===== src/rtl/multi_alarm_clock.sv =====
// 24-hour, 7-day time-of-day counter with NUM_ALARMS independently armed,
// day-masked alarms, each with its own snooze and ring auto-timeout.
module multi_alarm_clock #(
    parameter int NUM_ALARMS       = 4,
    parameter int SNOOZE_MIN       = 9,
    parameter int RING_TIMEOUT_MIN = 5,
    parameter int AW               = (NUM_ALARMS > 1) ? $clog2(NUM_ALARMS) : 1
) (
    input  logic                  clk,
    input  logic                  rst,
    input  logic                  tick,
    input  logic                  timeset,
    input  logic                  alarmset,
    input  logic [AW-1:0]         alarm_sel,
    input  logic                  minadv,
    input  logic                  hrsadv,
    input  logic                  dayadv,
    input  logic                  mask_wr,
    input  logic [6:0]            mask_in,
    input  logic [NUM_ALARMS-1:0] alarm_en,
    input  logic                  snooze,
    input  logic                  stop,
    output logic [5:0]            tsec,
    output logic [5:0]            tmin,
    output logic [4:0]            thrs,
    output logic [2:0]            tday,
    output logic [5:0]            disp_min,
    output logic [4:0]            disp_hrs,
    output logic                  buzz,
    output logic [NUM_ALARMS-1:0] ringing,
    output logic [NUM_ALARMS-1:0] snoozing
);
    typedef enum logic [1:0] {IDLE, RING, SNOOZE} alarm_state_e;

    localparam logic [5:0] SNOOZE_CNT = 6'(SNOOZE_MIN);
    localparam logic [5:0] RING_CNT   = 6'(RING_TIMEOUT_MIN);

    logic [5:0]   sec_q, sec_d, min_q, min_d;
    logic [4:0]   hrs_q, hrs_d;
    logic [2:0]   day_q, day_d;
    logic         sec_strobe_q;
    logic [5:0]   amin_q  [NUM_ALARMS];
    logic [5:0]   amin_d  [NUM_ALARMS];
    logic [4:0]   ahrs_q  [NUM_ALARMS];
    logic [4:0]   ahrs_d  [NUM_ALARMS];
    logic [6:0]   mask_q  [NUM_ALARMS];
    logic [6:0]   mask_d  [NUM_ALARMS];
    alarm_state_e state_q [NUM_ALARMS];
    alarm_state_e state_d [NUM_ALARMS];
    logic [5:0]   cnt_q   [NUM_ALARMS];
    logic [5:0]   cnt_d   [NUM_ALARMS];

    logic [5:0] sec_inc, min_inc;
    logic [4:0] hrs_inc;
    logic [2:0] day_inc;
    logic       sel_ok, edit_alarm, minute_evt;

    assign sec_inc    = (sec_q == 6'd59) ? 6'd0 : sec_q + 6'd1;
    assign min_inc    = (min_q == 6'd59) ? 6'd0 : min_q + 6'd1;
    assign hrs_inc    = (hrs_q == 5'd23) ? 5'd0 : hrs_q + 5'd1;
    assign day_inc    = (day_q == 3'd6)  ? 3'd0 : day_q + 3'd1;
    assign sel_ok     = int'(alarm_sel) < NUM_ALARMS;
    assign edit_alarm = tick && alarmset && !timeset && sel_ok;
    assign minute_evt = sec_strobe_q && (sec_q == 6'd0);

    always_comb begin
        // NOTE: every signal written in always_comb gets a default first, so no path can infer a latch.
        sec_d = sec_q;
        min_d = min_q;
        hrs_d = hrs_q;
        day_d = day_q;
        if (tick) begin
            sec_d = sec_inc;
            if (timeset) begin
                if (minadv) min_d = min_inc;
                if (hrsadv) hrs_d = hrs_inc;
                if (dayadv) day_d = day_inc;
            end else if (sec_q == 6'd59) begin
                min_d = min_inc;
                if (min_q == 6'd59) begin
                    hrs_d = hrs_inc;
                    if (hrs_q == 5'd23) day_d = day_inc;
                end
            end
        end
    end

    always_comb begin
        amin_d = amin_q;
        ahrs_d = ahrs_q;
        mask_d = mask_q;
        if (edit_alarm) begin
            if (minadv) amin_d[alarm_sel] = (amin_q[alarm_sel] == 6'd59) ? 6'd0 : amin_q[alarm_sel] + 6'd1;
            if (hrsadv) ahrs_d[alarm_sel] = (ahrs_q[alarm_sel] == 5'd23) ? 5'd0 : ahrs_q[alarm_sel] + 5'd1;
        end
        if (mask_wr && sel_ok) mask_d[alarm_sel] = mask_in;
    end

    // Priority per alarm: disarm > stop > snooze > minute timer / trigger.
    always_comb begin
        for (int i = 0; i < NUM_ALARMS; i++) begin
            state_d[i] = state_q[i];
            cnt_d[i]   = cnt_q[i];
            if (!alarm_en[i]) begin
                state_d[i] = IDLE;
                cnt_d[i]   = '0;
            end else begin
                case (state_q[i])
                    IDLE: begin
                        if (minute_evt && !timeset && min_q == amin_q[i] &&
                            hrs_q == ahrs_q[i] && mask_q[i][day_q]) begin
                            state_d[i] = RING;
                            cnt_d[i]   = RING_CNT;
                        end
                    end
                    RING: begin
                        if (stop) begin
                            state_d[i] = IDLE;
                        end else if (snooze) begin
                            state_d[i] = SNOOZE;
                            cnt_d[i]   = SNOOZE_CNT;
                        end else if (minute_evt) begin
                            if (cnt_q[i] == 6'd1) state_d[i] = IDLE;
                            cnt_d[i] = cnt_q[i] - 6'd1;
                        end
                    end
                    SNOOZE: begin
                        if (stop) begin
                            state_d[i] = IDLE;
                        end else if (minute_evt) begin
                            if (cnt_q[i] == 6'd1) begin
                                state_d[i] = RING;
                                cnt_d[i]   = RING_CNT;
                            end else begin
                                cnt_d[i] = cnt_q[i] - 6'd1;
                            end
                        end
                    end
                    default: state_d[i] = IDLE;
                endcase
            end
        end
    end

    always_ff @(posedge clk or negedge rst) begin
        if (!rst) begin
            sec_q        <= '0;
            min_q        <= '0;
            hrs_q        <= '0;
            day_q        <= '0;
            sec_strobe_q <= 1'b0;
            // NOTE: the alarm register file has defined power-on values, so it is reset like any other flop.
            for (int i = 0; i < NUM_ALARMS; i++) begin
                amin_q[i]  <= '0;
                ahrs_q[i]  <= '0;
                mask_q[i]  <= 7'h7F;
                state_q[i] <= IDLE;
                cnt_q[i]   <= '0;
            end
        end else begin
            // NOTE: non-blocking assignments make every flop load from pre-edge values.
            sec_q        <= sec_d;
            min_q        <= min_d;
            hrs_q        <= hrs_d;
            day_q        <= day_d;
            sec_strobe_q <= tick;
            amin_q       <= amin_d;
            ahrs_q       <= ahrs_d;
            mask_q       <= mask_d;
            state_q      <= state_d;
            cnt_q        <= cnt_d;
        end
    end

    always_comb begin
        disp_min = min_q;
        disp_hrs = hrs_q;
        if (alarmset && !timeset) begin
            disp_min = sel_ok ? amin_q[alarm_sel] : 6'd0;
            disp_hrs = sel_ok ? ahrs_q[alarm_sel] : 5'd0;
        end
    end

    always_comb begin
        for (int i = 0; i < NUM_ALARMS; i++) begin
            ringing[i]  = (state_q[i] == RING);
            snoozing[i] = (state_q[i] == SNOOZE);
        end
    end

    assign buzz = |ringing;
    assign tsec = sec_q;
    assign tmin = min_q;
    assign thrs = hrs_q;
    assign tday = day_q;

endmodule


===== config.mk =====
export PLATFORM = sky130hd
export DESIGN_NAME = multi_alarm_clock
export DESIGN_NICKNAME = d
export VERILOG_FILES = /design/src/rtl/multi_alarm_clock.sv
export SDC_FILE = /design/constraint.sdc
export NUM_CORES = 1
export LEC_CHECK = 0
export ABC_AREA = 1
export CORE_UTILIZATION = 54
export DETAILED_ROUTE_END_ITERATION = 7
export GPL_TIMING_DRIVEN = 0
export PLACE_DENSITY = 0.87
export SYNTH_ARGS = -nofsm -noshare
export SYNTH_HDL_FRONTEND = slang
export SYNTH_SLANG_ARGS = --single-unit

===== constraint.sdc =====
create_clock -name clk -period 2.35 [get_ports clk]
set_clock_uncertainty 0.05 [all_clocks]
set_input_delay 0.235 -clock clk [delete_from_list [all_inputs] [get_ports clk]]
set_output_delay 0.235 -clock clk [all_outputs]
set_load 0.05 [all_outputs]

==> metrics, run 1 <==
CTS Sinks 125; Slowest-stage cell, CP dlygate4sd2_1; Clock Tree Buf Depth 2; Antenna diodes 0; Tcrit/Tclk final 96.6%; Crit Path Class in2out; num rows 44; clock-pin slew on the worst setup and hold paths 60 ps; post-synthesis register bit count 125; Pleak 4.88 nW; unrepaired setup endpoints after global routing no; IO Pins 64; hold slack final 207 ps; ys flop type dfrtp_1; most common cell in the synthesized netlist nand2_1; distinct cell type count after synthesis 42; vias in the first global route 7468; gp weighted congestion 0.946; # DRC 0; Synth Instances 1160; CP top delay family buffers and inverters; DR iter-0 viols 913; initial antenna violation count 0; Die Height 125 µm; actual slew at the worst max-slew pin 567 ps; die area 15500 µm²; switching power 5.06 mW; CP required 2070 ps; dpl cells 1407; Max Freq 441 MHz; Critical Path AT 1980 ps; NumNets Final 1298; maximum VDD drop 0.000655 V; setup slack after layout 81.0 ps; Seq/Total Area, Yosys 38.9%; Logic pwr share 47.0%; switching part of the total 44.5%; share of cells above drive strength 1 10.7%; worst min-delay path category in2async; Hold Violations, Final 0; # setup viols final 0; routed len/inst 15.2 µm; internal cell power 6.32 mW; Slew headroom 62.1%; worst-path maximum fanout 7; total gr overflow 0; Layout Utilization 66.6%; drt pass-1 iters 7; antenna viol nets, final 0; endpoint class of the critical path output pin; global-route wire length before repair 35900 µm; Post-synth EDFFs 0; Final Slew Violations 0; CP Cell Sequence dlygate4sd2_1 > nand2_2 > inv_1 > nand2_1 > o21ai_0 > nor3_2 > o21ai_0 > clkdlybuf4s15_2; Num CTS Buffers 17; largest cells by area after synthesis dfrtp_1 (30%), nand2_1 (19%), dfstp_2 (9.1%); Sequential Power Share 27.2%; largest net degree at the start of global routing 87; Post-Layout Cell Count 1441; clock share of power 25.7%; Routed WL 22000 µm; Root Buffer clkbuf_16; I/O Buffers 62; core area 14600 µm²; Area growth, synth to finish 19.5%; dpl ws -775 ps; HPWL after DPL 15700 µm; cell mode on critical path o21ai_0; startpoint class of the critical path input pin; Synth top cells by count nand2_1 (421), inv_1 (124), o21ai_0 (101); CTS tree built; total track usage 28.9%; Worst path max stage delay 410 ps; Post-Syn Area 8130 µm²; Via density 5.60; crit path buf inv count 3; htree depth 4; via count 8063; MaxCap Viol Count 0; Starting Density 55.7%; power density cells 1170 nW/µm²; synthesized net count 1214; post-synth top area share 29.9%; Die X 125 µm; cell taking the most area after synthesis dfrtp_1; Synth async-reset ratio 100%; Avg Inst Size Synth 7.01 µm²; final critical-path required period 2270 ps; warning count from the yosys run 0; Clk Latency, worst-skew pair 440 ps; status finished, final reports clean
[kinds of logic (layout without fill, tap and decap cells)]
family                   after synthesis  after routing  synth area share, %
AND/OR/NAND/NOR                      659            659                 33.8
buffers and inverters                154            251                 7.54
AO/OA/AOI/OAI                        145            145                 9.93
flip-flops                           125            125                 38.9
XOR/XNOR                              47             47                 5.16
adder cells (fa/ha/maj)               30             30                 4.62
[layout make-up]
class                           instances  area [µm²]
Inverter                              129         484
Multi-Input combinational cell        881        4400
Fill cell                            1188        4870
Sequential cell                       125        3160
Timing Repair Buffer                   65         639
Clock buffer                           21         514
Buffer                                 25         133
Tap cell                              184         230
Clock inverter                         11         148
[power by group through the flow]
stage                     registers [mW]  logic [mW]  clock network (mW)
after floorplan                     3.53        3.31                   0
after global placement              3.10        5.11                   0
after detailed placement            3.11        5.23                   0
after CTS                           3.09        5.25                2.93
after global routing                3.16        5.83                3.04
final                               3.10        5.35                2.93
[path summary, 6_finish.rpt]
| path | startpoint | end | slack, ps | cells past startpoint |
|---|---|---|---|---|
| min in group clk | snooze | state_q[1] | 230 | 5 |
| worst min register to register | mask_q[22] | mask_q[22] | 440 | 2 |
| worst max register to register | tsec[0] | cnt_q[20] | 140 | 13 |
| worst min-delay path | rst | cnt_q[18] | 210 | 2 |
| max in group asynchronous | rst | mask_q[21] | 1260 | 3 |
| worst max-delay path | alarm_sel[0] | disp_hrs[3] | 80 | 8 |
[per-layer routing]
metal | global-route usage (%) | wire, µm | up-vias
met5 | 0 | 0 | -
met4 | 14.0 | 682 | 0
met3 | 6.79 | 1740 | 67
met2 | 46.9 | 10400 | 365
met1 | 36.2 | 9100 | 3753
li1 | - | - | 3878
[what timing repair did]
action,4_1_cts,5_1_grt
setup endpoints to repair,53,45
buffers inserted,0,1
hold buffers,1,0
pin swaps,0,3
hold endpoints to repair,39,0
resized for setup,85,15
[stage by stage]
step / setup TNS [ps] / area (µm²) / power [mW]
floorplan: 0 / 8130 / 6.84
global placement: -464550 / 8980 / 8.21
detailed placement: -22150 / 9010 / 8.35
CTS: 0 / 9680 / 11.3
global route: 0 / 9720 / 12.0
finish: 0 / 9720 / 11.4
[flip-flops by register name (all words and copies together) (netlist names)]
name / cells
ahrs_q: 20
tday: 3
sec_strobe_q: 1
cnt_q: 24
tmin: 6
tsec: 6
state_q: 8
thrs: 5
amin_q: 24
mask_q: 28
[cell usage in the layout, fill, tap and decap left out, drive strengths merged, types with 20 or more instances in the layout]
cell,instances
ha,30
xor2,22
nand3,89
o21ai,103
dfstp,28
dfrtp,97
xnor2,25
clkbuf,30
nor2,90
buf,31
nand2,432
a21oi,20
inv,131
clkdlybuf4s50,38
No activity file was read; power rests on OpenSTA's default activity.
==> run 2: changes to the inputs <==
--- a/config.mk
+++ b/config.mk
@@ -6,7 +6,10 @@
 export NUM_CORES = 1
 export LEC_CHECK = 0
 export ABC_AREA = 1
+export CORE_MARGIN = 3
 export CORE_UTILIZATION = 54
+export CTS_BUF_LIST = sky130_fd_sc_hd__clkbuf_4 sky130_fd_sc_hd__clkbuf_8 sky130_fd_sc_hd__clkbuf_16
+export CTS_CLUSTER_SIZE = 12
 export DETAILED_ROUTE_END_ITERATION = 7
 export GPL_TIMING_DRIVEN = 0
 export PLACE_DENSITY = 0.87
==> metrics, run 2 (same netlist as run 1, synthesis figures left out) <==
final setup TNS 0 ps; clock-pin slew on the worst setup and hold paths 60 ps; MaxCap Viol Count 0; Largest Register mask_q; register area 3160 µm²; gp weighted congestion 0.935; routed len/inst 15.1 µm; total gr overflow 0; Antenna diodes 0; CP required 2070 ps; Starting Density 55.5%; core area 14600 µm²; NumNets Final 1297; Layout Utilization 65.8%; DR iter-0 viols 932; via count 8054; Hold Violations, Final 0; Num CTS Buffers 17; Top Registers mask_q x28, amin_q x24, cnt_q x24; commonest non-fill, non-tap cells in the layout nand2_1 (418), inv_1 (123), o21ai_0 (97), dfrtp_1 (97), nand3_1 (87); Routed WL 21700 µm; Root Buffer clkbuf_16; # DRC 0; Critical Path AT 1970 ps; HPWL after DPL 15700 µm; routed wl met2 10300 µm; most common cell after layout, fill and taps aside nand2_1; actual slew at the worst max-slew pin 563 ps; Clock Tree Buf Depth 2; endpoint class of the critical path output pin; Crit Path Class reg2out; drt pass-1 iters 5; vias in the first global route 7542; Die Height 129 µm; worst-path maximum fanout 5; top sig layer met4; worst reg2reg path depth 11; Pleak 4.84 nW; CTS tree built; total track usage 27.0%; initial antenna violation count 0; M1 WL 9120 µm; fillers 1215; num rows 44; share of cells above drive strength 1 10.4%; global-route wire length before repair 36100 µm; final critical-path required period 2260 ps; Final Slew Violations 0; postcts setup bufs 0; Clk Latency, worst-skew pair 420 ps; max reg flops 28; htree depth 4; worst min-delay path category in2async; antenna viol nets, final 0; Via density 5.59; startpoint class of the critical path flip-flop; # setup viols final 0; Tcrit/Tclk final 96.1%; Max Freq 443 MHz; Slew headroom 62.3%; largest net degree at the start of global routing 93; power density cells 1140 nW/µm²; Multi-input gate area 4400 µm²; IO Pins 64; Die X 129 µm; die area 16600 µm²; DR WL met3 1540 µm; CTS Sinks 125; maximum VDD drop 0.000673 V; status finished, final reports clean; I/O Buffers 62; Area growth, synth to finish 18.6%
-- run 2: power by group --
part	total (mW)	switching (mW)	internal [mW]
Combinational	5.29	3.55	1.75
Clock	2.62	0.977	1.64
Sequential	3.11	0.445	2.67
-- run 2: what timing repair did --
action | in CTS | in global routing
hold endpoints to repair | 33 | 0
setup endpoints to repair | 53 | 27
pin swaps | 0 | 3
hold buffers | 1 | 0
gates resized for setup | 70 | 11
-- run 2: worst max-delay path, stage by stage (launching register included) --
cell and delay, ps:
dfrtp_1 410, inv_1 90, ha_1 230, clkdlybuf4s50_1 830
-- run 2: layer usage --
metal	track usage, %	vias up
met5	0	-
met4	11.6	0
met3	5.52	79
met2	43.1	365
met1	35.8	3753
li1	-	3857
-- run 2: final cells by class --
class,count,share of cell area (%)
Timing Repair Buffer,64,6.54
Tap cell,184,2.39
Inverter,129,5.02
Multi-Input combinational cell,881,45.6
Clock buffer,23,5.74
Clock inverter,9,0.506
Buffer,25,1.35
Sequential cell,125,32.8
-- run 2: metrics by stage --
step           cell area, µm²  power, mW  worst slack (ps)  std cells  hold slack [ps]
6_report                 9640       11.0              90.5       1440              214
5_1_grt                  9640       11.7            -0.616       1440              257
4_1_cts                  9620       11.0              8.39       1440              223
3_5_place_dp             9010       8.33              -866       1407             95.4
3_3_place_gp             8980       8.22             -3910       1406              425
2_1_floorplan            8130       6.84              10.5       1160             -111
-- run 2: final timing paths --
path	end	slack, ps	startpoint
min in group clk	state_q[1]	250	snooze
setup reg to reg	cnt_q[2]	200	tsec[1]
max in group asynchronous	mask_q[14]	1260	rst
hold / removal	cnt_q[18]	210	rst
setup / recovery	ringing[0]	90	state_q[7]
hold reg to reg	mask_q[27]	440	mask_q[27]
==> run 3: changes to the inputs <==
--- a/config.mk
+++ b/config.mk
@@ -5,7 +5,6 @@
 export SDC_FILE = /design/constraint.sdc
 export NUM_CORES = 1
 export LEC_CHECK = 0
-export ABC_AREA = 1
 export CORE_MARGIN = 3
 export CORE_UTILIZATION = 54
 export CTS_BUF_LIST = sky130_fd_sc_hd__clkbuf_4 sky130_fd_sc_hd__clkbuf_8 sky130_fd_sc_hd__clkbuf_16
@@ -13,6 +12,7 @@
 export DETAILED_ROUTE_END_ITERATION = 7
 export GPL_TIMING_DRIVEN = 0
 export PLACE_DENSITY = 0.87
+export SKIP_LAST_GASP = 1
 export SYNTH_ARGS = -nofsm -noshare
 export SYNTH_HDL_FRONTEND = slang
 export SYNTH_SLANG_ARGS = --single-unit
==> metrics, run 3 <==
status finished, violations left; failing checks setup timing; dpl cells 983; Starting Density 55.5%; Num CTS Buffers 17; Top Registers mask_q x28, amin_q x24, cnt_q x24; I/O Buffers 60; Post-Syn Area 7730 µm²; Via density 6.27; DR iter-0 viols 592; max reg flops 28; worst-path maximum fanout 5; Area growth, synth to finish 26.4%; share of cells above drive strength 1 33.8%; Die Height 126 µm; Post-synth EDFFs 0; fillers 921; total gr overflow 0; routed len/inst 20.3 µm; Total Power 10.5 mW; htree depth 4; unrepaired setup endpoints after global routing yes; Seq/Total Area, Yosys 40.9%; worst hold path cell count 3; largest cells by area after synthesis dfrtp_1 (31%), mux2_2 (13%), dfstp_2 (9.5%); initial antenna violation count 0; commonest non-fill, non-tap cells in the layout mux2_2 (87), dfrtp_1 (78), nand2_1 (64), nor2_1 (44), clkdlybuf4s50_1 (40); CTS Sinks 125; warning count from the yosys run 0; register area 3190 µm²; cell mode on critical path buf_4; CP Cell Sequence inv_2 > ha_4 > nor3b_4 > buf_4 > nand4_1 > or4_4 > o41ai_4 > buf_4 > mux2i_1 > o21ai_1; Final Slew Violations 0; via count 6506; worst reg2reg path depth 10; gp weighted congestion 0.850; Tcrit/Tclk final 110%; Largest Register mask_q; total track usage 26.3%; post-synth top area share 31.4%; Pleak 4.20 nW; NumNets Final 899; worst min-delay path category in2reg; IO Pins 64; Slew headroom 52.1%; CTS tree built; largest net degree at the start of global routing 87; antenna viol nets, final 0; Routed WL 21100 µm; Slowest-stage cell, CP or4_4; CP required 2580 ps; Die X 126 µm; Max Freq 385 MHz; final critical-path required period 2600 ps; Antenna diodes 0; most common cell in the synthesized netlist dfrtp_1; most common cell after layout, fill and taps aside mux2_2; # setup viols final 24; hold slack final 220 ps; Crit Path Class reg2reg; cell taking the most area after synthesis dfrtp_1; MaxCap Viol Count 0; die area 15800 µm²; core area 13900 µm²; Synth async-reset ratio 100%; global-route wire length before repair 33300 µm; Avg Inst Size Synth 10.4 µm²; startpoint class of the critical path flip-flop; Synth top cells by count dfrtp_1 (97), mux2_2 (87), nand2_1 (66); endpoint class of the critical path flip-flop; Hold Violations, Final 0; distinct cell type count after synthesis 68; Root Buffer clkbuf_16; maximum VDD drop 0.000762 V; Post-Layout Cell Count 1038; vias in the first global route 6421; Multi-input gate area 4610 µm²; ys flop type dfrtp_1; post-synthesis register bit count 125; setup slack after layout -245 ps; Clk Latency, worst-skew pair 420 ps; Synth Instances 742; synthesized net count 796; num rows 43; actual slew at the worst max-slew pin 710 ps; # DRC 0; Worst path max stage delay 550 ps; HPWL after DPL 13800 µm; Clock Tree Buf Depth 2; clock-pin slew on the worst setup and hold paths 60 ps; drt pass-1 iters 6; Critical Path AT 2830 ps; power density cells 1080 nW/µm²
run 3: cell type report:
type | instances | share of cell area, %
multi-input cells | 558 | 47.2
flip-flops and latches | 125 | 32.6
repair buffers | 91 | 8.98
clock buffers | 22 | 4.87
well taps | 180 | 2.31
clock inverters | 10 | 1.67
inverters | 31 | 1.19
plain buffers | 21 | 1.13
run 3: repair_timing:
item                                   in CTS  in global routing
gates cloned                                0                  0
hold buffers                                1                  0
resized for setup                          79                 33
setup endpoints to repair                  64                 50
endpoints found under the hold margin      39                  0
pin swaps                                  16                 11
buffers inserted                           17                 13
run 3: kinds of logic after synthesis:
kind of cell / after synthesis / share of synthesized area [%]
and+or+nand+nor: 222 / 14.4
AOI/OAI and AO/OA: 136 / 11.9
DFF: 125 / 40.9
muxes: 117 / 19.0
buffers and inverters: 59 / 2.91
xor gates and xnor gates: 53 / 6.01
adders and majority gates: 30 / 4.86
run 3: critical path, delay by kind of cell (launching register included):
family / cells / cell delay, ps
DFF: 1 / 430
buffers and inverters: 3 / 440
adders and majority gates: 1 / 130
muxes: 1 / 200
AOI/OAI and AO/OA: 2 / 330
and+or+nand+nor: 3 / 880
run 3: where the power goes:
group	switching (mW)	leakage (nW)	total [mW]	internal [mW]
registers	0.536	1.56	3.20	2.66
clock network	0.968	0.312	2.83	1.86
logic	2.69	2.33	4.51	1.83
run 3: worst paths after layout:
| check | from | end | slack, ps |
|---|---|---|---|
| setup / recovery | tsec[1] | cnt_q[11] | -250 |
| hold / removal | alarm_en[2] | cnt_q[8] | 220 |
| setup reg to reg | tsec[1] | cnt_q[11] | -250 |
| hold reg to reg | cnt_q[17] | cnt_q[17] | 490 |
| max in group asynchronous | rst | mask_q[21] | 1220 |
| min in group asynchronous | rst | tsec[2] | 240 |
run 3: per-layer routing:
metal	GRT usage [%]	part of all wire [%]	vias to the layer above
met4	8.99	2.9	0
met5	0	0	-
met3	6.79	6.3	51
li1	-	-	2904
met2	43.5	50	294
met1	33.7	41	3257
run 3: metrics by stage:
stage / util (%) / setup TNS (ps) / setup WS (ps) / instance area, µm²
after global routing: 70.1 / -5240 / -332 / 9760
after detailed placement: 62.2 / -28950 / -814 / 8660
after floorplan: - / -614 / -196 / 7810
after global placement: 62.0 / -475230 / -4360 / 8640
final: 70.1 / -2850 / -245 / 9760
after CTS: 68.8 / -1730 / -238 / 9590
